## src/rtl/traffic_light_controller_if.sv

```systemverilog
// traffic_light_controller_if: lamp outputs and tick strobe of the intersection controller
interface traffic_light_controller_if;
    logic tick;
    logic ns_g;
    logic ns_y;
    logic ns_r;
    logic ew_g;
    logic ew_y;
    logic ew_r;
    modport master(output tick, ns_g, ns_y, ns_r, ew_g, ew_y, ew_r);
    modport slave(input tick, ns_g, ns_y, ns_r, ew_g, ew_y, ew_r);
endinterface

```

## src/rtl/traffic_light_controller.sv

```systemverilog
// traffic_light_controller: two-phase NS/EW light controller driven by a clock-divided tick
module tick_prescaler #(
    parameter int DIV = 20
) (
    input  logic clk,
    input  logic rst,
    output logic tick
);
    localparam int CW = DIV > 1 ? $clog2(DIV) : 1;
    localparam logic [CW-1:0] LAST = CW'(DIV - 1);
    logic [CW-1:0] cnt;
    always_ff @(posedge clk) begin
        if (rst) begin
            cnt  <= '0;
            tick <= 1'b0;
        end else if (cnt == LAST) begin
            cnt  <= '0;
            tick <= 1'b1;
        end else begin
            cnt  <= cnt + CW'(1);
            tick <= 1'b0;
        end
    end
endmodule

module traffic_light #(
    parameter int NS_G_T = 5,
    parameter int NS_Y_T = 2,
    parameter int EW_G_T = 5,
    parameter int EW_Y_T = 2
) (
    input  logic clk,
    input  logic rst,
    input  logic tick,
    output logic ns_g,
    output logic ns_y,
    output logic ns_r,
    output logic ew_g,
    output logic ew_y,
    output logic ew_r
);
    localparam int MAX_NS = NS_G_T > NS_Y_T ? NS_G_T : NS_Y_T;
    localparam int MAX_EW = EW_G_T > EW_Y_T ? EW_G_T : EW_Y_T;
    localparam int MAX_T = MAX_NS > MAX_EW ? MAX_NS : MAX_EW;
    localparam int TW = MAX_T > 1 ? $clog2(MAX_T) : 1;
    typedef enum logic [1:0] {NS_GREEN, NS_YELLOW, EW_GREEN, EW_YELLOW} state_t;
    state_t state, state_n, nxt;
    logic [TW-1:0] timer, timer_n, lim;
    logic [5:0] lamps, lamps_n;
    logic valid;
    always_ff @(posedge clk) begin
        if (rst) begin
            state <= NS_GREEN;
            timer <= '0;
            lamps <= 6'b100001;
        end else begin
            state <= state_n;
            timer <= timer_n;
            lamps <= lamps_n;
        end
    end
    always_comb begin
        state_n = state;
        timer_n = timer;
        nxt = NS_GREEN;
        lim = '0;
        valid = 1'b1;
        case (state)
            NS_GREEN:  begin nxt = NS_YELLOW; lim = TW'(NS_G_T - 1); end
            NS_YELLOW: begin nxt = EW_GREEN;  lim = TW'(NS_Y_T - 1); end
            EW_GREEN:  begin nxt = EW_YELLOW; lim = TW'(EW_G_T - 1); end
            EW_YELLOW: begin nxt = NS_GREEN;  lim = TW'(EW_Y_T - 1); end
            default:   valid = 1'b0;
        endcase
        if (!valid) begin
            state_n = NS_GREEN;
            timer_n = '0;
        end else if (tick) begin
            state_n = timer == lim ? nxt : state;
            timer_n = timer == lim ? '0 : timer + TW'(1);
        end
        // lamps decode from the next state so they change on the same edge as the state
        lamps_n = state_n == NS_GREEN  ? 6'b100001 :
                  state_n == NS_YELLOW ? 6'b010001 :
                  state_n == EW_GREEN  ? 6'b001100 : 6'b001010;
    end
    assign {ns_g, ns_y, ns_r, ew_g, ew_y, ew_r} = lamps;
endmodule

module traffic_light_controller #(
    parameter int DIV = 20,
    parameter int NS_G_T = 5,
    parameter int NS_Y_T = 2,
    parameter int EW_G_T = 5,
    parameter int EW_Y_T = 2
) (
    input logic clk,
    input logic rst,
    traffic_light_controller_if.master lights
);
    logic tick;
    tick_prescaler #(.DIV(DIV)) u_pre (
        .clk(clk),
        .rst(rst),
        .tick(tick)
    );
    traffic_light #(
        .NS_G_T(NS_G_T),
        .NS_Y_T(NS_Y_T),
        .EW_G_T(EW_G_T),
        .EW_Y_T(EW_Y_T)
    ) u_fsm (
        .clk(clk),
        .rst(rst),
        .tick(tick),
        .ns_g(lights.ns_g),
        .ns_y(lights.ns_y),
        .ns_r(lights.ns_r),
        .ew_g(lights.ew_g),
        .ew_y(lights.ew_y),
        .ew_r(lights.ew_r)
    );
    assign lights.tick = tick;
endmodule

```

## src/flat_wrapper.sv

```systemverilog
// flat-port wrapper written by rule: the top's interface ports become plain ports
module traffic_light_controller_flat 
#(
    parameter int DIV = 20,
    parameter int NS_G_T = 5,
    parameter int NS_Y_T = 2,
    parameter int EW_G_T = 5,
    parameter int EW_Y_T = 2
)
  (clk, rst, lights_tick, lights_ns_g, lights_ns_y, lights_ns_r, lights_ew_g, lights_ew_y, lights_ew_r);
  traffic_light_controller_if lights_i ();
  input logic clk;
  input logic rst;
  output wire logic [$bits(lights_i.tick)-1:0] lights_tick;
  output wire logic [$bits(lights_i.ns_g)-1:0] lights_ns_g;
  output wire logic [$bits(lights_i.ns_y)-1:0] lights_ns_y;
  output wire logic [$bits(lights_i.ns_r)-1:0] lights_ns_r;
  output wire logic [$bits(lights_i.ew_g)-1:0] lights_ew_g;
  output wire logic [$bits(lights_i.ew_y)-1:0] lights_ew_y;
  output wire logic [$bits(lights_i.ew_r)-1:0] lights_ew_r;
  assign lights_tick = lights_i.tick;
  assign lights_ns_g = lights_i.ns_g;
  assign lights_ns_y = lights_i.ns_y;
  assign lights_ns_r = lights_i.ns_r;
  assign lights_ew_g = lights_i.ew_g;
  assign lights_ew_y = lights_i.ew_y;
  assign lights_ew_r = lights_i.ew_r;
  traffic_light_controller #(.DIV(DIV), .NS_G_T(NS_G_T), .NS_Y_T(NS_Y_T), .EW_G_T(EW_G_T), .EW_Y_T(EW_Y_T)) u_core (.clk(clk), .rst(rst), .lights(lights_i));
endmodule
```

## config.mk

```make
export PLATFORM = sky130hd
export DESIGN_NAME = traffic_light_controller_flat
export DESIGN_NICKNAME = d
export VERILOG_FILES = /design/src/rtl/traffic_light_controller_if.sv /design/src/rtl/traffic_light_controller.sv /design/src/flat_wrapper.sv
export SDC_FILE = /design/constraint.sdc
export NUM_CORES = 1
export LEC_CHECK = 0
export CORE_AREA = 2 2 50 52
export CTS_CLUSTER_SIZE = 20
export DETAILED_ROUTE_END_ITERATION = 12
export DIE_AREA = 0 0 52 54
export PLACE_DENSITY_LB_ADDON = 0.3
export SYNTH_ARGS = -nofsm -noshare
export SYNTH_HDL_FRONTEND = slang
export SYNTH_SLANG_ARGS = --single-unit
```

## constraint.sdc

```tcl
create_clock -name clk -period 4.4 [get_ports clk]
set_input_delay 0.88 -clock clk [delete_from_list [all_inputs] [get_ports clk]]
set_output_delay 0.88 -clock clk [all_outputs]
set_load 0.02 [all_outputs]
```

==> run_results.csv <==
group,metric,value,unit
worst_setup_path,endpoint_kind,"primary output",
placement,placed_cells,116,
timing,fin_worst_skew,0.00658,ns
routing,wl_per_cell,10.7,um
timing,post-route-min-period,2.25,ns
worst_setup_path,path_cells,"clkdlybuf4s50_1",
die,fp.dieH,54,um
yosys,syn_area,769,um2
die,core,0.00232,mm2
worst_setup_path,worstReg2RegEnd,"u_core.u_fsm.lamps[0]",
worst_setup_path,path_delay_family,"buffers and inverters",
timing,worst_pin_slew,0.465,ns
cts,clkSinkCount,17,
cells_and_area,seq_area,340,um2
global_route,grt_max_degree,13,
cts,htreeDepth,1,
die,start_util,0.332,
cells_and_area,multi_input_area,407,um2
die,placementRows,18,
cells_and_area,nFillCells,233,
timing,setup_ws,2.15,ns
placement,dp_hpwl,955,um
placement,place.gp.congestion,0.729,
cts,cts_max_path_buffers,2,
placement,post-place-ws,2.01,ns
timing,period_share,0.512,
worst_setup_path,path_depth,1,
timing,finalSetupViolCount,0,
hold_path,hold_path.class,"reg2reg",
hold_path,min_path_cells,1,
cells_and_area,syn_to_final_growth,18.2,%
worst_setup_path,critPathKind,"reg2out",
outcome,status,"finished, final reports clean",
hold_path,hold_end,"u_core.u_pre.cnt[0]",
timing,rsz0062_at_grt,"no",
worst_setup_path,critical_path.slowest_cell,"clkdlybuf4s50_1",
worst_setup_path,reg2reg_from,"u_core.u_fsm.state[1]",
worst_setup_path,start_kind,"register",
cells_and_area,layout.nets,99,
power,p_per_area,272,mW/mm2
timing,relSlewSlack,0.686,
yosys,synth_cell_types,29,
yosys,ys_ff_latch,17,
die,die_x,52,um
cells_and_area,antenna_cells,0,
power,p_leak,0.000319,uW
global_route,grt_pass1_wl,2130,um
cells_and_area,drive_gt1_frac,0.0778,
global_route,grt_pass1_vias,538,
die,ios,9,
timing,fmax,444,MHz
yosys,yosys_warnings,0,
routing,drc_errors,0,
routing,num_vias,566,
yosys,avgSynthCellArea,9.74,um2
global_route,antenna_found_initial,0,
cts,postCtsSetupBuffers,0,
power,finalPower,247,uW
run,drv_cap,0,
timing,finalMaxSlewViolations,0,
hold_path,min_from,"u_core.u_pre.cnt[0]",
global_route,grt_overflow,0,
power,ir_worst_vdd,0.193,mV
placement,port_buffers,8,
cts,clk_pin_slew,0.09,ns
routing,drt_wl_total,1290,um
worst_setup_path,reg2reg_slack,2.22,ns
worst_setup_path,max_stage_delay,0.65,ns
cts,cts_made_buffers,3,
routing,detail_route.vias_per_cell,4.72,
worst_setup_path,cp_max_fo,7,
yosys,postSynthCellCount,79,
yosys,ys_seq_area_frac,0.442,
worst_setup_path,cp_num_buf_inv,1,
die,die-area,0.00281,mm2
cts,root_buffer,"clkbuf_4",
cts,cts-resized-gates,0,
worst_setup_path,required,3.52,ns
global_route,grt_use_total,0.103,
yosys,syn_nets,87,
cells_and_area,final_common_cell,"dfxtp_1",
cts,clock_latency,0.28,ns
routing,ant_nets,0,
worst_setup_path,cp.arrival,1.37,ns
routing,dr.pass1.iters,3,
yosys,synth_top_area_frac,0.442,
yosys,yosys-top-cells-area,"dfxtp_1 44%, ha_1 9.8%, mux2i_1 5.2%",
cts,cts_tree,"done",
timing,hold_violations,0,
timing,finalSetupTns,0,ns
worst_setup_path,rr_worst_depth,6,
cells_and_area,final_cell_mix,"17 x dfxtp_1, 8 x nor2_1, 8 x clkdlybuf4s50_1, 6 x ha_1, 5 x inv_1",
routing,drt-initial-drc-count,9,
cts,cts_hold_buf,0,
yosys,synth_top_cell_by_area,"dfxtp_1",
cells_and_area,final_cells,120,
-- layout make-up --
| class | count | area share |
|---|---|---|
| well taps | 30 | 0.0413 |
| multi-input cells | 56 | 0.447 |
| inverters | 5 | 0.0206 |
| clock buffers | 4 | 0.0289 |
| repair buffers | 8 | 0.0880 |
| flip-flops and latches | 17 | 0.374 |
-- logic make-up after synthesis --
logic type	Yosys count	synth area share
multiplexers	5	0.0667
buffers and inverters	6	0.0293
flip-flops	17	0.442
adder cells (fa/ha/maj)	6	0.0976
AND/OR/NAND/NOR	30	0.221
XOR/XNOR	3	0.0342
AO/OA/AOI/OAI	12	0.109
-- state kept, by name (all words and copies together), names as in the netlist --
register and cells:
u_core.u_fsm.state 2, u_core.u_fsm.timer 3, u_core.u_pre.tick 1, u_core.u_pre.cnt 5, u_core.u_fsm.lamps 6
-- synth_stat cells (all sizes together) --
| cell type | number |
|---|---|
| o21ai | 3 |
| nand4b | 1 |
| and2 | 1 |
| nor4bb | 1 |
| nor2 | 9 |
| xor2 | 1 |
| mux2 | 1 |
| or2 | 1 |
| nand2 | 3 |
| o21a | 1 |
| or4b | 1 |
| nand2b | 2 |
| a211oi | 1 |
| nand3 | 3 |
| or4 | 1 |
| inv | 5 |
| mux2i | 4 |
| xnor2 | 2 |
| nor2b | 2 |
| nor4b | 1 |
| nor3 | 4 |
| clkbuf | 1 |
| dfxtp | 17 |
| a21oi | 2 |
| o311ai | 1 |
| ha | 6 |
| o41ai | 3 |
| a22oi | 1 |
-- power by group --
group / total (uW) / leakage, uW / switching (uW) / internal (uW)
registers: 158 / 0.000138 / 1.83 / 156
logic: 8.37 / 0.000166 / 4.54 / 3.83
clock network: 81.1 / 0.0000150 / 45.9 / 35.2
total: 247 / 0.000319 / 52.3 / 195
-- metal layers --
| layer | vias up | global-route usage | share of wire |
|---|---|---|---|
| met5 | - | 0 | 0 |
| met4 | 0 | 0.0658 | 0.011 |
| met3 | 2 | 0.0167 | 0.020 |
| met2 | 6 | 0.160 | 0.44 |
| met1 | 259 | 0.131 | 0.53 |
| li1 | 299 | - | - |
-- worst max path at each step --
stage | from | to | slack [ns]
after floorplan | u_core.u_fsm.state[1] | u_core.u_fsm.lamps[1] | 2.40
after global placement | rst | u_core.u_fsm.lamps[1] | 2.06
after detailed placement | rst | u_core.u_fsm.lamps[1] | 2.01
after CTS | u_core.u_pre.tick | lights_tick | 2.13
after global routing | u_core.u_pre.tick | lights_tick | 2.07
final | u_core.u_pre.tick | lights_tick | 2.15
-- per-stage QoR --
step,utilization,hold slack (ns),area [um2]
after floorplan,-,0.418,769
after global placement,0.381,0.433,883
after detailed placement,0.381,0.437,883
after CTS,0.392,0.456,910
final,0.392,0.447,910
after global routing,0.392,0.491,910
Note: power is estimated with default switching activity, not from simulation.
